<file path="src/rtl/vga_pkg.sv">
// Shared raster timing defaults, coordinate type and sync polarity for the VGA timing block.
package vga_pkg;
  localparam int unsigned COORD_W = 11;
  typedef logic [COORD_W-1:0] coord_t;

  localparam int unsigned H_VISIBLE_DEF = 1024;
  localparam int unsigned H_FP_DEF      = 24;
  localparam int unsigned H_SYNC_DEF    = 136;
  localparam int unsigned H_BP_DEF      = 160;
  localparam int unsigned V_VISIBLE_DEF = 768;
  localparam int unsigned V_FP_DEF      = 3;
  localparam int unsigned V_SYNC_DEF    = 6;
  localparam int unsigned V_BP_DEF      = 29;
  localparam int unsigned PIPE_DLY_DEF  = 2;

  localparam logic SYNC_ACTIVE_LOW = 1'b0;

  function automatic logic in_window(input coord_t c, input coord_t lo, input coord_t hi);
    return (c >= lo) && (c < hi);
  endfunction
endpackage

</file>
<file path="src/rtl/sync_delay_line.sv">
// Shift register of DEPTH stages; advances only on en, every stage loads RST_VAL on rst.
// Latency DEPTH enabled steps; holds its contents while en is low.
module sync_delay_line #(
  parameter int unsigned WIDTH   = 3,
  parameter int unsigned DEPTH   = 2,
  parameter logic [WIDTH-1:0] RST_VAL = '0
) (
  input  logic             clk,
  input  logic             rst,
  input  logic             en,
  input  logic [WIDTH-1:0] din,
  output logic [WIDTH-1:0] dout
);
  logic [WIDTH-1:0] stage_q [DEPTH];

  always_ff @(posedge clk) begin
    if (rst) begin
      for (int unsigned i = 0; i < DEPTH; i++) stage_q[i] <= RST_VAL;
    end else if (en) begin
      stage_q[0] <= din;
      for (int unsigned i = 1; i < DEPTH; i++) stage_q[i] <= stage_q[i-1];
    end
  end

  assign dout = stage_q[DEPTH-1];
endmodule

</file>
<file path="src/rtl/vga_timing_gen.sv">
// Raster counters with registered coordinate, sync, visible and frame-start decodes (one enabled step of latency),
// plus a PIPE_DLY-deep delayed copy of sync/visible. Everything freezes while en is low; frame_start drops to 0.
module vga_timing_gen
  import vga_pkg::*;
#(
  parameter int unsigned H_VISIBLE = H_VISIBLE_DEF,
  parameter int unsigned H_FP      = H_FP_DEF,
  parameter int unsigned H_SYNC    = H_SYNC_DEF,
  parameter int unsigned H_BP      = H_BP_DEF,
  parameter int unsigned V_VISIBLE = V_VISIBLE_DEF,
  parameter int unsigned V_FP      = V_FP_DEF,
  parameter int unsigned V_SYNC    = V_SYNC_DEF,
  parameter int unsigned V_BP      = V_BP_DEF,
  parameter logic        SYNC_POL  = SYNC_ACTIVE_LOW,
  parameter int unsigned PIPE_DLY  = PIPE_DLY_DEF
) (
  input  logic   clk,
  input  logic   rst,
  input  logic   en,
  output coord_t pixel_x,
  output coord_t pixel_y,
  output logic   visible,
  output logic   hsync,
  output logic   vsync,
  output logic   frame_start,
  output logic   hsync_d,
  output logic   vsync_d,
  output logic   visible_d
);
  localparam int unsigned H_TOTAL = H_VISIBLE + H_FP + H_SYNC + H_BP;
  localparam int unsigned V_TOTAL = V_VISIBLE + V_FP + V_SYNC + V_BP;

  if (H_TOTAL > (1 << COORD_W) || V_TOTAL > (1 << COORD_W) || PIPE_DLY < 1 || PIPE_DLY > 8)
  begin : g_bad_cfg
    $error("vga_timing_gen: totals must fit in 11 bits and PIPE_DLY must be 1..8");
  end

  localparam coord_t H_LAST     = coord_t'(H_TOTAL - 1);
  localparam coord_t V_LAST     = coord_t'(V_TOTAL - 1);
  localparam coord_t H_VIS_END  = coord_t'(H_VISIBLE);
  localparam coord_t V_VIS_END  = coord_t'(V_VISIBLE);
  localparam coord_t H_SYNC_BEG = coord_t'(H_VISIBLE + H_FP);
  localparam coord_t H_SYNC_END = coord_t'(H_VISIBLE + H_FP + H_SYNC);
  localparam coord_t V_SYNC_BEG = coord_t'(V_VISIBLE + V_FP);
  localparam coord_t V_SYNC_END = coord_t'(V_VISIBLE + V_FP + V_SYNC);

  coord_t hcnt_q, hcnt_d, vcnt_q, vcnt_d;
  coord_t px_q, py_q;
  logic   vis_q, vis_d, hs_q, hs_d, vs_q, vs_d, fs_q, fs_d;

  always_comb begin
    hcnt_d = hcnt_q + 1'b1;
    vcnt_d = vcnt_q;
    if (hcnt_q == H_LAST) begin
      hcnt_d = '0;
      vcnt_d = (vcnt_q == V_LAST) ? '0 : vcnt_q + 1'b1;
    end
    vis_d = (hcnt_q < H_VIS_END) && (vcnt_q < V_VIS_END);
    hs_d  = in_window(hcnt_q, H_SYNC_BEG, H_SYNC_END) ? SYNC_POL : ~SYNC_POL;
    vs_d  = in_window(vcnt_q, V_SYNC_BEG, V_SYNC_END) ? SYNC_POL : ~SYNC_POL;
    fs_d  = (hcnt_q == '0) && (vcnt_q == '0);
  end

  always_ff @(posedge clk) begin
    if (rst) begin
      hcnt_q <= '0;
      vcnt_q <= '0;
      px_q   <= '0;
      py_q   <= '0;
      vis_q  <= 1'b0;
      hs_q   <= ~SYNC_POL;
      vs_q   <= ~SYNC_POL;
      fs_q   <= 1'b0;
    end else if (en) begin
      hcnt_q <= hcnt_d;
      vcnt_q <= vcnt_d;
      px_q   <= hcnt_q;
      py_q   <= vcnt_q;
      vis_q  <= vis_d;
      hs_q   <= hs_d;
      vs_q   <= vs_d;
      fs_q   <= fs_d;
    end else begin
      fs_q   <= 1'b0;
    end
  end

  // The delay line taps the registered outputs, so its reset value matches theirs.
  logic [2:0] dly_out;

  sync_delay_line #(
    .WIDTH   (3),
    .DEPTH   (PIPE_DLY),
    .RST_VAL ({~SYNC_POL, ~SYNC_POL, 1'b0})
  ) u_dly (
    .clk  (clk),
    .rst  (rst),
    .en   (en),
    .din  ({hs_q, vs_q, vis_q}),
    .dout (dly_out)
  );

  assign {hsync_d, vsync_d, visible_d} = dly_out;
  assign pixel_x     = px_q;
  assign pixel_y     = py_q;
  assign visible     = vis_q;
  assign hsync       = hs_q;
  assign vsync       = vs_q;
  assign frame_start = fs_q;
endmodule

</file>
<file path="config.mk">
export PLATFORM = sky130hd
export DESIGN_NAME = vga_timing_gen
export DESIGN_NICKNAME = d
export VERILOG_FILES = /design/src/rtl/vga_pkg.sv /design/src/rtl/sync_delay_line.sv /design/src/rtl/vga_timing_gen.sv
export SDC_FILE = /design/constraint.sdc
export NUM_CORES = 1
export LEC_CHECK = 0
export CAP_MARGIN = 40
export CORE_UTILIZATION = 57
export CTS_BUF_LIST = sky130_fd_sc_hd__clkbuf_4 sky130_fd_sc_hd__clkbuf_8
export CTS_CLUSTER_DIAMETER = 50
export DETAILED_ROUTE_END_ITERATION = 10
export PLACE_DENSITY = 0.92
export SYNTH_ARGS = -nofsm -noshare
export SYNTH_HDL_FRONTEND = slang
export SYNTH_SLANG_ARGS = --single-unit
export TNS_END_PERCENT = 50
</file>
<file path="constraint.sdc">
create_clock -name clk -period 2.5 [get_ports clk]
set_input_delay 0.5 -clock clk [delete_from_list [all_inputs] [get_ports clk]]
set_output_delay 0.5 -clock clk [all_outputs]
set_load 0.05 [all_outputs]
</file>
==> results.py, run 1 <==
metrics = {
    "routing": {
        "wirelength_mm": 5.00,
        "firstDrtPassIters": 4,
        "vias_per_cell": 5.89,
        "drc": 0,
        "drtIter0Drc": 106,
        "antenna_left": 0,
        "wl_per_cell_um": 14.8,
        "num_vias": 1996,
    },
    "floorplanning": {
        "dieWidth_um": 67.5,
        "fp-row-count": 23,
        "start_util_pct": 60.2,
        "chipHeight_um": 67.5,
        "core_area_um2": 4060,
        "dieArea_um2": 4550,
        "ioPinCount": 32,
    },
    "setup_path": {
        "path_max_fanout": 12,
        "crit_path_end_kind": "register",
        "reg2reg_from": "vcnt_q[10]",
        "arrival_ns": 2.31,
        "critPathRequiredTime_ns": 2.72,
        "critPathLaunch": "vcnt_q[10]",
        "criticalPathCategory": "register to register",
        "startpoint_type": "register",
    },
    "cts": {
        "postCtsHoldBufs": 0,
        "numClockSinks": 54,
        "ctsResizeCount": 0,
        "cts-buffers-inserted": 5,
        "cts_setup_buffers": 0,
        "clock-root-buffer": "clkbuf_8",
        "cts_tree": "built",
        "clk_pin_slew_ns": 0.10,
        "clk_latency_ns": 0.32,
        "clockBufferDepth": 2,
        "ctsHtreeMaxLevel": 2,
    },
    "logic_synthesis": {
        "synthArstFlopShare_pct": 0,
        "synthFlopType": "dfxtp_1",
        "synth_enable_flop_cells": 6,
        "yosys_warnings": 0,
        "syn_area_um2": 2440,
        "syn_inst": 264,
        "synth_fp_nets": 272,
        "synth_cell_types": 46,
        "ys_seq_area_share_pct": 46.7,
        "syn_area_per_cell_um2": 9.25,
        "ys_seq_elements": 54,
    },
    "timing": {
        "min_period_ns": 2.09,
        "post-route-period-util_pct": 83.6,
        "worstMarginPinSlew_ns": 0.501,
        "finalClockSkew_ns": 0.00705,
        "slew_headroom_pct": 66.5,
        "drv_slew": 0,
        "finalSetupTns_ns": 0,
        "holdWs_ns": 0.502,
        "final_hold_viol_count": 0,
        "rsz0062_at_grt": "false",
        "setup_violations": 0,
        "max_freq_mhz": 479,
    },
    "placement": {
        "gp_congestion": 0.966,
        "port_buffers": 31,
        "dpl.hpwl_mm": 3.43,
        "placed_area_um2": 2770,
    },
    "outcome": {
        "status": "completed",
    },
    "global_route": {
        "busiest_layer": "met2",
        "grt_pass1_vias": 1767,
        "grt_pass1_wl_mm": 8.22,
        "grt_use_met1_pct": 32.6,
        "gr-total-overflow": 0,
        "met2_usage_pct": 35.5,
        "grt_max_degree": 26,
        "grt_usage_pct": 24.5,
        "antenna_found_initial": 0,
        "use_met3_pct": 7.60,
    },
    "pwr": {
        "finalPower_mw": 1.51,
        "vdd_drop_max_v": 0.000303,
        "powerDensity_nw_per_um2": 525,
        "p_leak_nw": 1.03,
    },
    "finish": {
        "drive_gt1_share_pct": 8.65,
        "fin_area_um2": 2870,
        "fin_util_pct": 70.7,
        "area_growth_pct": 17.5,
        "most-common-layout-cells": "dfxtp_1, nor2_1, clkdlybuf4s50_1",
        "layout_commonest_cell": "dfxtp_1",
        "final_nets": 296,
        "antenna_cells": 0,
    },
    "job": {
        "maxCapViolations": 0,
    },
    "min_path": {
        "hp-class": "register to register",
        "min-delay-start": "pixel_y[4]",
    },
}
[power breakdown]
| part | switching, mW | internal [mW] |
|---|---|---|
| Sequential | 0.00636 | 0.883 |
| Clock | 0.299 | 0.228 |
| Combinational | 0.0563 | 0.0332 |
| Total | 0.361 | 1.14 |
[state kept, by name, indices dropped and copies added (netlist names)]
| signal | count |
|---|---|
| vsync | 1 |
| hcnt_q | 11 |
| pixel_x | 11 |
| frame_start | 1 |
| pixel_y | 11 |
| u_dly.stage_q | 6 |
| visible | 1 |
| hsync | 1 |
| vcnt_q | 11 |
[path summary, 6_finish.rpt]
path                end  slack, ns  cells past startpoint
max          vcnt_q[10]       0.41                      4
min          pixel_y[4]       0.50                      2
max reg2reg  vcnt_q[10]       0.41                      4
min reg2reg  pixel_y[4]       0.50                      2
[through the flow]
stage          setup WS [ns]  std cells
5_1_grt                0.369        339
2_1_floorplan          0.650        264
6_report               0.411        339
3_3_place_gp           0.359        331
3_5_place_dp           0.342        331
4_1_cts                0.425        339
[worst max-delay path, stage by stage, from the launching register on]
cell and delay, ns:
dfxtp_1 0.38, or4_4 0.56, or4b_4 0.64, a21boi_0 0.17, o211a_1 0.23
[cell usage after synthesis, types with 2 or more instances]
library cell | number | share of area [%]
nor2_1 | 33 | 5.1
nor4_1 | 3 | 0.77
a21boi_0 | 2 | 0.61
nor3_1 | 9 | 1.8
nand2_1 | 15 | 2.3
xnor2_1 | 3 | 1.1
dfxtp_1 | 48 | 39
o21ai_0 | 2 | 0.41
or2_2 | 3 | 0.77
ha_1 | 5 | 2.6
xor2_1 | 3 | 1.1
and2_1 | 5 | 1.3
o32ai_1 | 4 | 1.4
a2111oi_0 | 2 | 0.72
nand4_1 | 7 | 1.8
and3_1 | 2 | 0.51
o21bai_1 | 2 | 0.61
edfxtp_1 | 6 | 7.4
buf_2 | 3 | 0.61
or4_1 | 3 | 0.92
a21oi_1 | 12 | 2.5
clkbuf_1 | 14 | 2.2
nand3_1 | 8 | 1.6
a21oi_2 | 4 | 1.4
inv_1 | 12 | 1.8
nand2b_1 | 5 | 1.3
mux2i_1 | 23 | 9.4
or3_1 | 8 | 2.0
[final cells by class]
cell class	count	area [µm²]
clock buffer	6	82.6
clock inverter	2	16.3
fill	306	1190
inverter	12	45.0
multi-input combinational	179	1170
sequential	54	1140
tap	50	62.6
timing repair buffer	36	348
[per-layer routing]
layer,up-vias,routed length [µm]
met5,-,0
met4,0,83
met3,12,364
met2,77,2250
met1,933,2300
li1,974,-
[cells by family after synthesis]
| logic type | after synthesis | synth area share [%] |
|---|---|---|
| simple gates | 108 | 23.1 |
| flops | 54 | 46.7 |
| compound gates | 36 | 10.3 |
| buf+inv | 31 | 5.22 |
| mux | 24 | 9.89 |
| xor+xnor | 6 | 2.15 |
| fa+ha+maj | 5 | 2.56 |
(Power assumes the default switching activity.)
==> run 2, diff against run 1 <==
clock period = 1.95 ns   (was 2.5 ns; I/O delays follow)
==> run 2 against run 1 <==
Compared with the run above:
- die area stayed put
- sequential cell count stayed put
- first-iteration DRC count grew 110%
- final area up 8.2%
- sequential share of layout area is 2.9 points lower
- non-clock buffer count grew 26
- critical path depth grew 1
- via count grew 7.9%
- global-route usage rose by 3.8 points
- combinational power grew 37%
- setup slack got worse by 0.40 ns
- highest routed layer unchanged
==> results.py, run 2 (synthesis results as in run 1) <==
metrics = {
    "outcome": {
        "status": "completed",
    },
    "routing": {
        "drc": 0,
        "firstDrtPassIters": 4,
        "drtIter0Drc": 224,
        "vias_per_cell": 5.90,
        "num_vias": 2154,
        "wl_per_cell_um": 16.5,
        "antenna_left": 0,
        "wirelength_mm": 6.01,
    },
    "finish": {
        "drive_gt1_share_pct": 17.5,
        "most-common-layout-cells": "dfxtp_1, nor2_1, clkdlybuf4s50_1",
        "area_growth_pct": 27.0,
        "fin_cells": 365,
        "fin_area_um2": 3100,
        "antenna_cells": 0,
        "layout_commonest_cell": "dfxtp_1",
        "final_nets": 322,
        "fin_util_pct": 76.5,
    },
    "cts": {
        "cts-buffers-inserted": 5,
        "numClockSinks": 54,
        "cts_tree": "built",
        "ctsHtreeMaxLevel": 2,
        "clockBufferDepth": 2,
        "postCtsHoldBufs": 0,
        "clk_latency_ns": 0.31,
        "clock-root-buffer": "clkbuf_8",
        "clk_pin_slew_ns": 0.09,
    },
    "setup_path": {
        "critPathRequiredTime_ns": 2.16,
        "crit_path_max_incr_delay_ns": 0.59,
        "criticalPathCategory": "register to register",
        "crit_path_end_kind": "register",
        "crit_path_cell_trace": "or4_4 -> or4b_4 -> buf_6 -> a21oi_1 -> o21bai_1",
        "worst_path_max_delay_cell": "or4b_4",
        "arrival_ns": 2.15,
        "startpoint_type": "register",
        "path_max_fanout": 7,
    },
    "floorplanning": {
        "chipHeight_um": 67.5,
        "fp-row-count": 23,
        "start_util_pct": 60.2,
        "ioPinCount": 32,
        "core_area_um2": 4060,
        "dieArea_um2": 4550,
        "dieWidth_um": 67.5,
    },
    "placement": {
        "gp_congestion": 0.989,
        "port_buffers": 31,
        "dpl.hpwl_mm": 4.10,
        "placed_area_um2": 2960,
        "placed_cells": 356,
    },
    "timing": {
        "drv_slew": 0,
        "finalClockSkew_ns": 0.00387,
        "rsz0062_at_grt": "true",
        "post-route-period-util_pct": 99.7,
        "finalSetupTns_ns": 0,
        "worstMarginPinSlew_ns": 0.503,
        "max_freq_mhz": 514,
        "min_period_ns": 1.94,
        "slew_headroom_pct": 66.3,
        "setup_violations": 0,
        "final_hold_viol_count": 0,
    },
    "pwr": {
        "power_frac_seq_pct": 55.4,
        "p_leak_nw": 1.18,
        "powerDensity_nw_per_um2": 663,
        "clockPowerShare_pct": 38.6,
        "p_switching_uw": 446,
        "combPwrFrac_pct": 6.0,
        "internal-power_mw": 1.61,
        "vdd_drop_max_v": 0.000497,
        "swShare_pct": 21.7,
    },
    "global_route": {
        "grt_pass1_vias": 2003,
        "use_met3_pct": 6.08,
        "grt_pass1_wl_mm": 9.56,
        "grt_usage_pct": 28.3,
        "busiest_layer": "met2",
        "gr-total-overflow": 0,
        "grt_use_met1_pct": 37.9,
        "met2_usage_pct": 44.6,
        "antenna_found_initial": 0,
        "grt_max_degree": 22,
    },
    "min_path": {
        "hp-class": "register to register",
    },
    "job": {
        "maxCapViolations": 0,
    },
}
[run 2: cell count changes in the layout (fill, tap and decap cells not counted), sizes merged]
cell / change
buf: +26
clkinvlp: -1
bufinv: +1
clkbuf: +1
inv: -1
[run 2: critical path: cells and delay by family, from the launching register on]
kind            cells  cell delay (ns)
simple gates        2             1.13
flops               1             0.32
compound gates      2             0.23
buf+inv             1             0.16
[run 2: timing repair]
item                                    4_1_cts  5_1_grt
resized for setup                             1        6
endpoints found under the setup margin        6        5
pin swaps                                     1        4
buffers inserted                              1        0
[run 2: power by group through the flow]
stage	Sequential [mW]	Clock, mW	Combinational, mW
6_report	1.14	0.795	0.123
5_1_grt	1.14	0.842	0.130
4_1_cts	1.14	0.805	0.121
3_5_place_dp	1.17	0	0.120
3_3_place_gp	1.17	0	0.117
2_1_floorplan	1.19	0	0.0598
[run 2: per-layer routing]
layer	vias to the layer above	part of all wire [%]
met3	11	9.0
met4	0	1.6
met2	103	46
li1	1021	-
met5	-	0
met1	1019	43
[run 2: layout make-up]
cell class / count / area (µm²)
clock inverters: 1 / 30.0
inverters: 12 / 45.0
well taps: 50 / 62.6
repair buffers: 62 / 551
fillers: 273 / 955
clock buffers: 7 / 90.1
multi-input cells: 179 / 1180
flip-flops and latches: 54 / 1140
[run 2: final timing paths]
path	from	to	slack, ns	cells after the start
max reg2reg	vcnt_q[7]	vcnt_q[9]	0.006	5
max	vcnt_q[7]	vcnt_q[9]	0.006	5
min reg2reg	pixel_x[9]	pixel_x[9]	0.50	2
min	pixel_x[9]	pixel_x[9]	0.50	2
[run 2: stage by stage]
stage,worst slack (ns),hold WS [ns],power [mW]
2_1_floorplan,0.100,0.477,1.25
3_3_place_gp,-0.00154,0.475,1.28
3_5_place_dp,-0.124,0.478,1.29
4_1_cts,0.0232,0.504,2.07
5_1_grt,-0.0263,0.532,2.11
6_report,0.00601,0.500,2.06
